==> src/rtl/mdu_pkg.sv <==
// Shared definitions for the multiply/divide unit: divider FSM states,
// operand widths, most-negative constants and op-bit field positions.
package mdu_pkg;

  typedef enum logic [1:0] {
    S_IDLE = 2'd0,
    S_CALC = 2'd1,
    S_FIX  = 2'd2,
    S_DONE = 2'd3
  } div_state_e;

  localparam int XLEN_DEF = 64;
  localparam int WORD_W   = 32;

  localparam logic [63:0] MOST_NEG_64 = 64'h8000_0000_0000_0000;
  localparam logic [31:0] MOST_NEG_32 = 32'h8000_0000;

  // Latched op bits
  localparam int OP_SIGNED_BIT = 0;
  localparam int OP_REM_BIT    = 1;
  localparam int OP_WORD_BIT   = 2;
  localparam int OP_W          = 3;

endpackage

==> src/rtl/div_special_detect.sv <==
// Combinational divide-by-zero / signed-overflow / early-out detection and
// formation of the immediate result for those cases. Also produces the
// operand magnitudes used by the iterative datapath.
// Optional feature macro: DIV_EARLY_OUT_EN (|dividend| < |divisor| shortcut).
module div_special_detect
  import mdu_pkg::*;
#(
  parameter int XLEN = XLEN_DEF
) (
  input  logic [XLEN-1:0] a,
  input  logic [XLEN-1:0] b,
  input  logic            is_signed,
  input  logic            is_rem,
  input  logic            is_word,
  output logic [XLEN-1:0] mag_a,
  output logic [XLEN-1:0] mag_b,
  output logic            special,
  output logic [XLEN-1:0] special_result
);

  localparam int HALF = XLEN / 2;

  function automatic logic [XLEN-1:0] sext_word(input logic [XLEN-1:0] v);
    return {{HALF{v[HALF-1]}}, v[HALF-1:0]};
  endfunction

  logic            div_zero;
  logic            ovf;
  logic            early;
  logic [XLEN-1:0] raw;

  // Magnitudes, special-case flags and the special result
  always_comb begin
    mag_a    = (is_signed && a[XLEN-1]) ? (~a + 1'b1) : a;
    mag_b    = (is_signed && b[XLEN-1]) ? (~b + 1'b1) : b;
    div_zero = (b == '0);
    if (is_word) begin
      ovf = is_signed && (a[HALF-1:0] == HALF'(MOST_NEG_32)) && (b[HALF-1:0] == '1);
    end else begin
      ovf = is_signed && (a == {1'b1, {(XLEN-1){1'b0}}}) && (b == '1);
    end
`ifdef DIV_EARLY_OUT_EN
    early = !div_zero && (mag_a < mag_b);
`else
    early = 1'b0;
`endif
    if (div_zero) begin
      raw = is_rem ? a : '1;
    end else if (ovf) begin
      raw = is_rem ? '0 : a;
    end else begin
      raw = is_rem ? a : '0;
    end
    special        = div_zero || ovf || early;
    special_result = is_word ? sext_word(raw) : raw;
  end

endmodule

==> src/rtl/div_iter_unit.sv <==
// Multi-cycle restoring divider (one quotient bit per cycle) for RV64
// div/divu/rem/remu and the *w word forms, with valid/ready request and
// response handshakes. Special cases answer one cycle after accept.
// Optional feature macro: DIV_EARLY_OUT_EN (handled in div_special_detect).
module div_iter_unit
  import mdu_pkg::*;
#(
  parameter int XLEN = XLEN_DEF
) (
  input  logic            clock,
  input  logic            reset,
  input  logic            flush,
  input  logic            req_valid,
  output logic            req_ready,
  input  logic            req_signed,
  input  logic            req_rem,
  input  logic            req_word,
  input  logic [XLEN-1:0] req_src1,
  input  logic [XLEN-1:0] req_src2,
  output logic            resp_valid,
  input  logic            resp_ready,
  output logic [XLEN-1:0] resp_result
);

  localparam int HALF  = XLEN / 2;
  localparam int CNT_W = $clog2(XLEN) + 1;

  function automatic logic [XLEN-1:0] sext_word(input logic [XLEN-1:0] v);
    return {{HALF{v[HALF-1]}}, v[HALF-1:0]};
  endfunction

  function automatic logic [XLEN-1:0] cond_neg(input logic [XLEN-1:0] v, input logic neg);
    return neg ? (~v + 1'b1) : v;
  endfunction

  div_state_e state, state_next;
  logic              accept;
  logic [CNT_W-1:0]  cnt;
  logic [OP_W-1:0]   op_next, op_p0;
  logic              a_sign_p0, b_sign_p0;
  logic [XLEN-1:0]   rem_p0, quo_p0, dvs_p0, result_p0;

  logic signed [XLEN-1:0] opa, opb;
  logic [XLEN-1:0]   mag_a, mag_b, special_result;
  logic              special;

  logic [XLEN:0]     shifted, diff;
  logic              step_ge;
  logic [XLEN-1:0]   q_fix, r_fix, sel_fix, fix_result;

  // Operand conditioning: word ops use the low half, sign- or zero-extended
  always_comb begin
    op_next                = '0;
    op_next[OP_SIGNED_BIT] = req_signed;
    op_next[OP_REM_BIT]    = req_rem;
    op_next[OP_WORD_BIT]   = req_word;
    if (req_word) begin
      opa = req_signed ? sext_word(req_src1) : {{HALF{1'b0}}, req_src1[HALF-1:0]};
      opb = req_signed ? sext_word(req_src2) : {{HALF{1'b0}}, req_src2[HALF-1:0]};
    end else begin
      opa = req_src1;
      opb = req_src2;
    end
  end

  div_special_detect #(.XLEN(XLEN)) u_special (
    .a              (opa),
    .b              (opb),
    .is_signed      (req_signed),
    .is_rem         (req_rem),
    .is_word        (req_word),
    .mag_a          (mag_a),
    .mag_b          (mag_b),
    .special        (special),
    .special_result (special_result)
  );

  // Restoring step and final sign/width fix-up
  always_comb begin
    shifted    = {rem_p0, quo_p0[XLEN-1]};
    diff       = shifted - {1'b0, dvs_p0};
    step_ge    = ~diff[XLEN];
    q_fix      = cond_neg(quo_p0, op_p0[OP_SIGNED_BIT] && (a_sign_p0 ^ b_sign_p0));
    r_fix      = cond_neg(rem_p0, op_p0[OP_SIGNED_BIT] && a_sign_p0);
    sel_fix    = op_p0[OP_REM_BIT] ? r_fix : q_fix;
    fix_result = op_p0[OP_WORD_BIT] ? sext_word(sel_fix) : sel_fix;
  end

  // Next-state and handshake outputs
  always_comb begin
    state_next = state;
    accept     = 1'b0;
    req_ready  = (state == S_IDLE);
    resp_valid = (state == S_DONE);
    case (state)
      S_IDLE: begin
        if (req_valid && !flush) begin
          accept     = 1'b1;
          state_next = special ? S_DONE : S_CALC;
        end
      end
      S_CALC:  if (cnt == CNT_W'(1)) state_next = S_FIX;
      S_FIX:   state_next = S_DONE;
      S_DONE:  if (resp_ready) state_next = S_IDLE;
      default: state_next = S_IDLE;
    endcase
    if (flush) state_next = S_IDLE;
  end

  // State register
  always_ff @(posedge clock) begin
    if (reset) state <= S_IDLE;
    else       state <= state_next;
  end

  // Iteration counter and response register
  always_ff @(posedge clock) begin
    if (reset) begin
      cnt       <= '0;
      result_p0 <= '0;
    end else begin
      if (flush) begin
        cnt <= '0;
      end else if (accept) begin
        cnt <= special ? '0 : (req_word ? CNT_W'(HALF) : CNT_W'(XLEN));
      end else if (state == S_CALC) begin
        cnt <= cnt - 1'b1;
      end
      if (accept && special) result_p0 <= special_result;
      else if (state == S_FIX) result_p0 <= fix_result;
    end
  end

  // ---- stage p0: operand latch and iterative datapath ----
  always_ff @(posedge clock) begin
    if (accept) begin
      op_p0     <= op_next;
      a_sign_p0 <= opa[XLEN-1];
      b_sign_p0 <= opb[XLEN-1];
      rem_p0    <= '0;
      quo_p0    <= req_word ? (mag_a << HALF) : mag_a;
      dvs_p0    <= mag_b;
    end else if (state == S_CALC) begin
      rem_p0 <= step_ge ? diff[XLEN-1:0] : shifted[XLEN-1:0];
      quo_p0 <= {quo_p0[XLEN-2:0], step_ge};
    end
  end

  assign resp_result = result_p0;

endmodule

==> config.mk <==
export PLATFORM = sky130hd
export DESIGN_NAME = div_iter_unit
export DESIGN_NICKNAME = d
export VERILOG_FILES = /design/src/rtl/mdu_pkg.sv /design/src/rtl/div_special_detect.sv /design/src/rtl/div_iter_unit.sv
export SDC_FILE = /design/constraint.sdc
export NUM_CORES = 1
export LEC_CHECK = 0
export CAP_MARGIN = 20
export CORE_ASPECT_RATIO = 1.75
export CORE_UTILIZATION = 50
export DETAILED_ROUTE_END_ITERATION = 6
export PLACE_DENSITY_LB_ADDON = 0.3
export SETUP_SLACK_MARGIN = 0.1
export SYNTH_ARGS = -nofsm -noshare
export SYNTH_HDL_FRONTEND = slang
export SYNTH_SLANG_ARGS = --single-unit
==> constraint.sdc <==
create_clock -name clock -period 5.8 [get_ports clock]
set_input_delay 0.58 -clock clock [delete_from_list [all_inputs] [get_ports clock]]
set_output_delay 0.58 -clock clock [all_outputs]
set_load 0.05 [all_outputs]
# ---- Word level (Yosys, flattened, before mapping)
# Index checks and enable logic that the tools add are counted.
dict set report word_totals {
  in_bits 136
  register_bits 270
  output_inout_bits 66
  word_cells 84
}
dict set report classes {
  reduce_logical 18
  bitwise_logic 6
  eq_ne 11
  n_addsub 6
  mux 34
}
# cell count
set op_table {}
lappend op_table {{$mux W64} 22}
lappend op_table {{$add A64 B1 Y64 const B} 4}
lappend op_table {{$not A64 Y64} 4}
lappend op_table {{$eq A64 B64 Y1 const B} 2}
lappend op_table {{$sub A65 B64 Y65} 1}
lappend op_table {{$eq A32 B32 Y1 const B} 2}
lappend op_table {{$logic_not A64 Y1} 1}
lappend op_table {{$mux W7} 4}
lappend op_table {{$logic_and A1 B1 Y1} 10}
lappend op_table {{$mux W2} 4}
lappend op_table {{$pmux W2 S4} 1}
lappend op_table {{$eq A7 B1 Y1 const B} 1}
lappend op_table {{$sub A7 B1 Y7 const B} 1}
lappend op_table {{$eq A2 B2 Y1 const B} 2}
lappend op_table {{$ne A2 B1 Y1 const B} 2}
lappend op_table {{$reduce_bool A2 Y1} 2}
lappend op_table {{$mux W1} 3}
lappend op_table {{$reduce_and A3 Y1} 1}
lappend op_table {{$eq A2 B1 Y1 const B} 1}
lappend op_table {{$logic_not A2 Y1} 1}
lappend op_table {{$ne A2 B2 Y1 const B} 1}
lappend op_table {{$reduce_or A2 Y1} 1}
lappend op_table {{$logic_not A1 Y1} 1}
lappend op_table {{$logic_or A1 B1 Y1} 1}
lappend op_table {{other kinds (2)} 2}

# ---- Longest topological paths before layout
dict set report logic_depth {
  depth_word 10
  ltp_mapped 15
  ltp_nobuf 13
}

# ---- Modules after synthesis
# From an unflattened synthesis, not the netlist that was laid out.
dict set report unflattened {
  hier_cells 3013
  hier_area_um2 23232.3
}
# mod seq_area_each_um2 cells_per_inst instances area_per_inst_um2
set by_module_without_submodules {}
lappend by_module_without_submodules {div_iter_unit 6736.5 2340 1 19297.3}
lappend by_module_without_submodules {div_special_detect 0.0 673 1 3935.0}

# ---- Worst setup path after synthesis
# No wires, ideal clock.
dict set report synth_timing {
  path_type {register to register}
  start {register state[0]}
  end {register rem_p0[57]}
  required_time_ns 5.673
  n_path_buf 2
  setup_ns 0.127
  path_stages_with_launch 11
  arrival_ns 4.620
  setup_slack_ns 1.053
  period_less_slack_ns 4.747
  path_cell_list {dfxtp_1 inv_1 ha_1 inv_1 or2_2 clkbuf_1 inv_1 clkbuf_1 nor2_1 a32oi_1 o31ai_1}
}
dict set report synth_between {
  elab_chain_len 2
  word_cells_on_any_way 3
  classes_between {eq/ne: 1; mux: 1; reduce/logical: 1}
}
# item line
set synth_lines {}
lappend synth_lines {{from (decl)} div_iter_unit.sv:36} ;# div_state_e state, state_next;
lappend synth_lines {{from (signal assigned)} div_iter_unit.sv:113} ;# else state <= state_next;
lappend synth_lines {{$logic_not A2 Y1} --}
lappend synth_lines {{named net req_ready} div_iter_unit.sv:14} ;# output logic req_ready,
lappend synth_lines {{$mux W1} div_iter_unit.sv:95} ;# case (state)
lappend synth_lines {{named net accept} div_iter_unit.sv:37} ;# logic accept;
lappend synth_lines {{to (signal assigned)} div_iter_unit.sv:144} ;# rem_p0 <= step_ge ? diff[XLEN-1:0] : shifted[XLEN-1:0];
lappend synth_lines {{to (decl)} div_iter_unit.sv:41} ;# logic [XLEN-1:0] rem_p0, quo_p0, dvs_p0, result_p0;
# The timed path passes the listed nets, and every way through them passes these cells.
# A chain may end at the register's enable or synchronous reset.

# ---- Worst setup path in the final report
dict set report layout_timing {
  start {register quo_p0[63]}
  end {register rem_p0[23]}
}
dict set report layout_between {
  elab_chain_len 2
}
# item line
set layout_lines {}
lappend layout_lines {{from (decl)} div_iter_unit.sv:41}
lappend layout_lines {{from (signal assigned)} div_iter_unit.sv:141} ;# quo_p0 <= req_word ? (mag_a << HALF) : mag_a;
lappend layout_lines {{from (signal assigned)} div_iter_unit.sv:145} ;# quo_p0 <= {quo_p0[XLEN-2:0], step_ge};
lappend layout_lines {{$sub A65 B64 Y65} div_iter_unit.sv:81} ;# diff = shifted - {1'b0, dvs_p0};
lappend layout_lines {{$mux W64} div_iter_unit.sv:144}
# No other way between the ends.

==> metrics <==
count of buffers added by post-CTS timing repair for setup 0; Req. time, crit path 6290 ps; status complete, no violations; Worst Setup End Kind flop; classification of the worst setup path flop to flop; Synth async-reset ratio 0; Row Count 102; remaining global-route overflow 0; power density of the placed cells 251.9 mW/mm²; residual antenna-violating net count after detailed routing 0; Max Clock Freq 0.2054 GHz; sequential share of the synthesized area 0.3005; critical path peak fanout 42; initial cell density of the core 0.5062; launch point of the worst hold path resp_result[38]$_SDFFE_PP0P_; largest clock skew in the final design 39.42 ps; DIE AREA 0.04571 mm²; count of flip-flops with a built-in enable after synthesis 133; minimum clock period after layout 4867 ps; post-synthesis to final-layout area growth 14.95%; instance count after placement with tap cells included 3498; dpl hpwl 69640 µm; count of state elements after synthesis 270; transition time of the tightest slew-check pin 1062 ps; data arrival at the endpoint of the critical path 5360 ps; number of sinks handled by clock tree synthesis 270; sum of routed wire length over all layers 90220 µm; Total Routing Usage GR 0.3889; total number of yosys warnings 0; cell at the root of the clock tree clkbuf_16; final estimated routing congestion in global placement 1.086; final critical-path setup slack 932.6 ps; Final Net Count 3171; clock tree from TritonCTS built; layout cells sized above 1 0.05533; max-cap check violation count 0; routed via count divided by cell count 6.563; placeable core region 0.04429 mm²; Synthesized Nets 3073; peak supply drop 0.0002367 V; worst hold slack across all endpoints 492.8 ps; Tightest Hold Check Type flop to flop; unrepaired setup endpoints after global routing no; remaining routing DRC violations 0; number of different library cells in the post-synthesis netlist 98; total clock buffers created by CTS 30; number of global-route vias before repair 22330; number of gates resized after cts 0; Hold-fix buffers, CTS 0; startpoint type of the worst setup path flop; Routed WL per cell 25.38 µm; Util after Layout 0.5818; DR pass1 iterations 6; Horiz. Die Dim 162.1 µm; number of levels in the clock H-tree 1; number of failing hold endpoints at the final stage 0; drt initial violations 2258; non-filler instance count after layout 3555; maximum root-to-sink buffer count 3; final cycle utilization of the critical path 0.8392; Lkg Pwr 9.684 nW; vias after detailed routing 23330; floorplan die height 282.1 µm; Clk Latency, worst-skew pair 610 ps; Worst slew margin 0.2736; accumulated negative setup slack 0 ps; number of buffers added on ports 201; beginning of the worst register-to-register path quo_p0[63]$_DFFE_PP_; commonest cells after routing, fill and taps aside 318 x a21oi_1, 281 x nand2_1, 256 x o21ai_0; cell count after synthesis 2861; max-slew violation count 0; launch point of the critical path quo_p0[63]$_DFFE_PP_; combined area of all synthesized cells 0.02242 mm²; post-placement worst setup slack 963.9 ps; most frequent standard cell in the layout excluding fill and tap cells a21oi_1; first-pass GRT wire length 134300 µm; setup-violating endpoint count in the final report 0; number of top-level pins 202; clock transition at the registers of the reported paths 70 ps; top flip-flop cell by instance count after synthesis dfxtp_1; largest net degree at the start of global routing 103; mean area per synthesized cell 7.835 µm²; antenna violations before repair 1
## Yosys cell counts (all sizes together) (66+ instances only)
cell	number	area, µm²
o21ai	263	1328
ha	75	938.4
a211oi	66	495.5
xnor2	180	1577
nand2	284	1079
nor2	226	848.3
xor2	125	1095
a21oi	320	1609
clkbuf	157	589.3
dfxtp	137	2743
edfxtp	133	3994
nor3	80	416.7
inv	126	473.0
## metal layers
metal | wire, µm | vias up | track usage | share of wire
met1 | 31740 | 11040 | 0.4245 | 0.35
met2 | 44420 | 1257 | 0.6844 | 0.49
met5 | 0 | - | 0 | 0
met3 | 5840 | 338 | 0.03944 | 0.065
met4 | 8220 | 0 | 0.3094 | 0.091
li1 | - | 10690 | - | -
## report_power, final
group	switching (mW)	internal [mW]
combinational	1.35	0.812
sequential	0.248	2.18
clock	0.872	1.03
## cell families (layout without fill, tap and decap cells)
logic type	Yosys count	count (layout)	share of synthesized area
muxes	57	57	0.02551
xor gates and xnor gates	305	305	0.1192
other	0	1	0
adders and majority gates	76	76	0.04276
buffers and inverters	309	430	0.05387
and+or+nand+nor	889	889	0.1943
DFF	270	270	0.3005
AOI/OAI and AO/OA	955	955	0.2639
## state kept, by name (all words and copies together) (netlist names)
signal / cells
quo_p0: 64
rem_p0: 64
resp_result: 64
b_sign_p0: 1
op_p0: 3
a_sign_p0: 1
state: 2
dvs_p0: 64
cnt: 7
## worst max-delay path, stage by stage (launching register included)
cell,delay (ps)
edfxtp_1,410
inv_1,150
ha_1,250
fa_1,420
nor2b_1,210
o2111ai_1,200
a211o_1,390
a211o_1,310
a311o_1,440
a21oi_1,300
o22ai_2,190
xor2_4,270
buf_4,640
mux2i_1,440
o21ai_0,120
## per-stage QoR
step | area [µm²] | power, mW
CTS | 25750 | 6.442
global placement | 24790 | 4.510
detailed placement | 24790 | 4.544
global route | 25760 | 6.739
finish | 25770 | 6.491
floorplan | 22420 | 3.821
## area by class of cell
cell class | count | area, µm²
diodes | 1 | 2.502
flip-flops and latches | 270 | 6736
clock buffers | 37 | 839.6
fillers | 4111 | 18520
clock inverters | 18 | 120.1
multi-input cells | 2282 | 14510
repair buffers | 249 | 2372
inverters | 126 | 474.2
well taps | 572 | 715.7
## final timing paths
check | end | slack (ps) | cells after the start
max | rem_p0[23]$_SDFFE_PP0P_ | 930 | 14
min | resp_result[38]$_SDFFE_PP0P_ | 490 | 2
max reg2reg | rem_p0[23]$_SDFFE_PP0P_ | 930 | 14
min reg2reg | resp_result[38]$_SDFFE_PP0P_ | 490 | 2
Power figures use the tool's default switching activity.
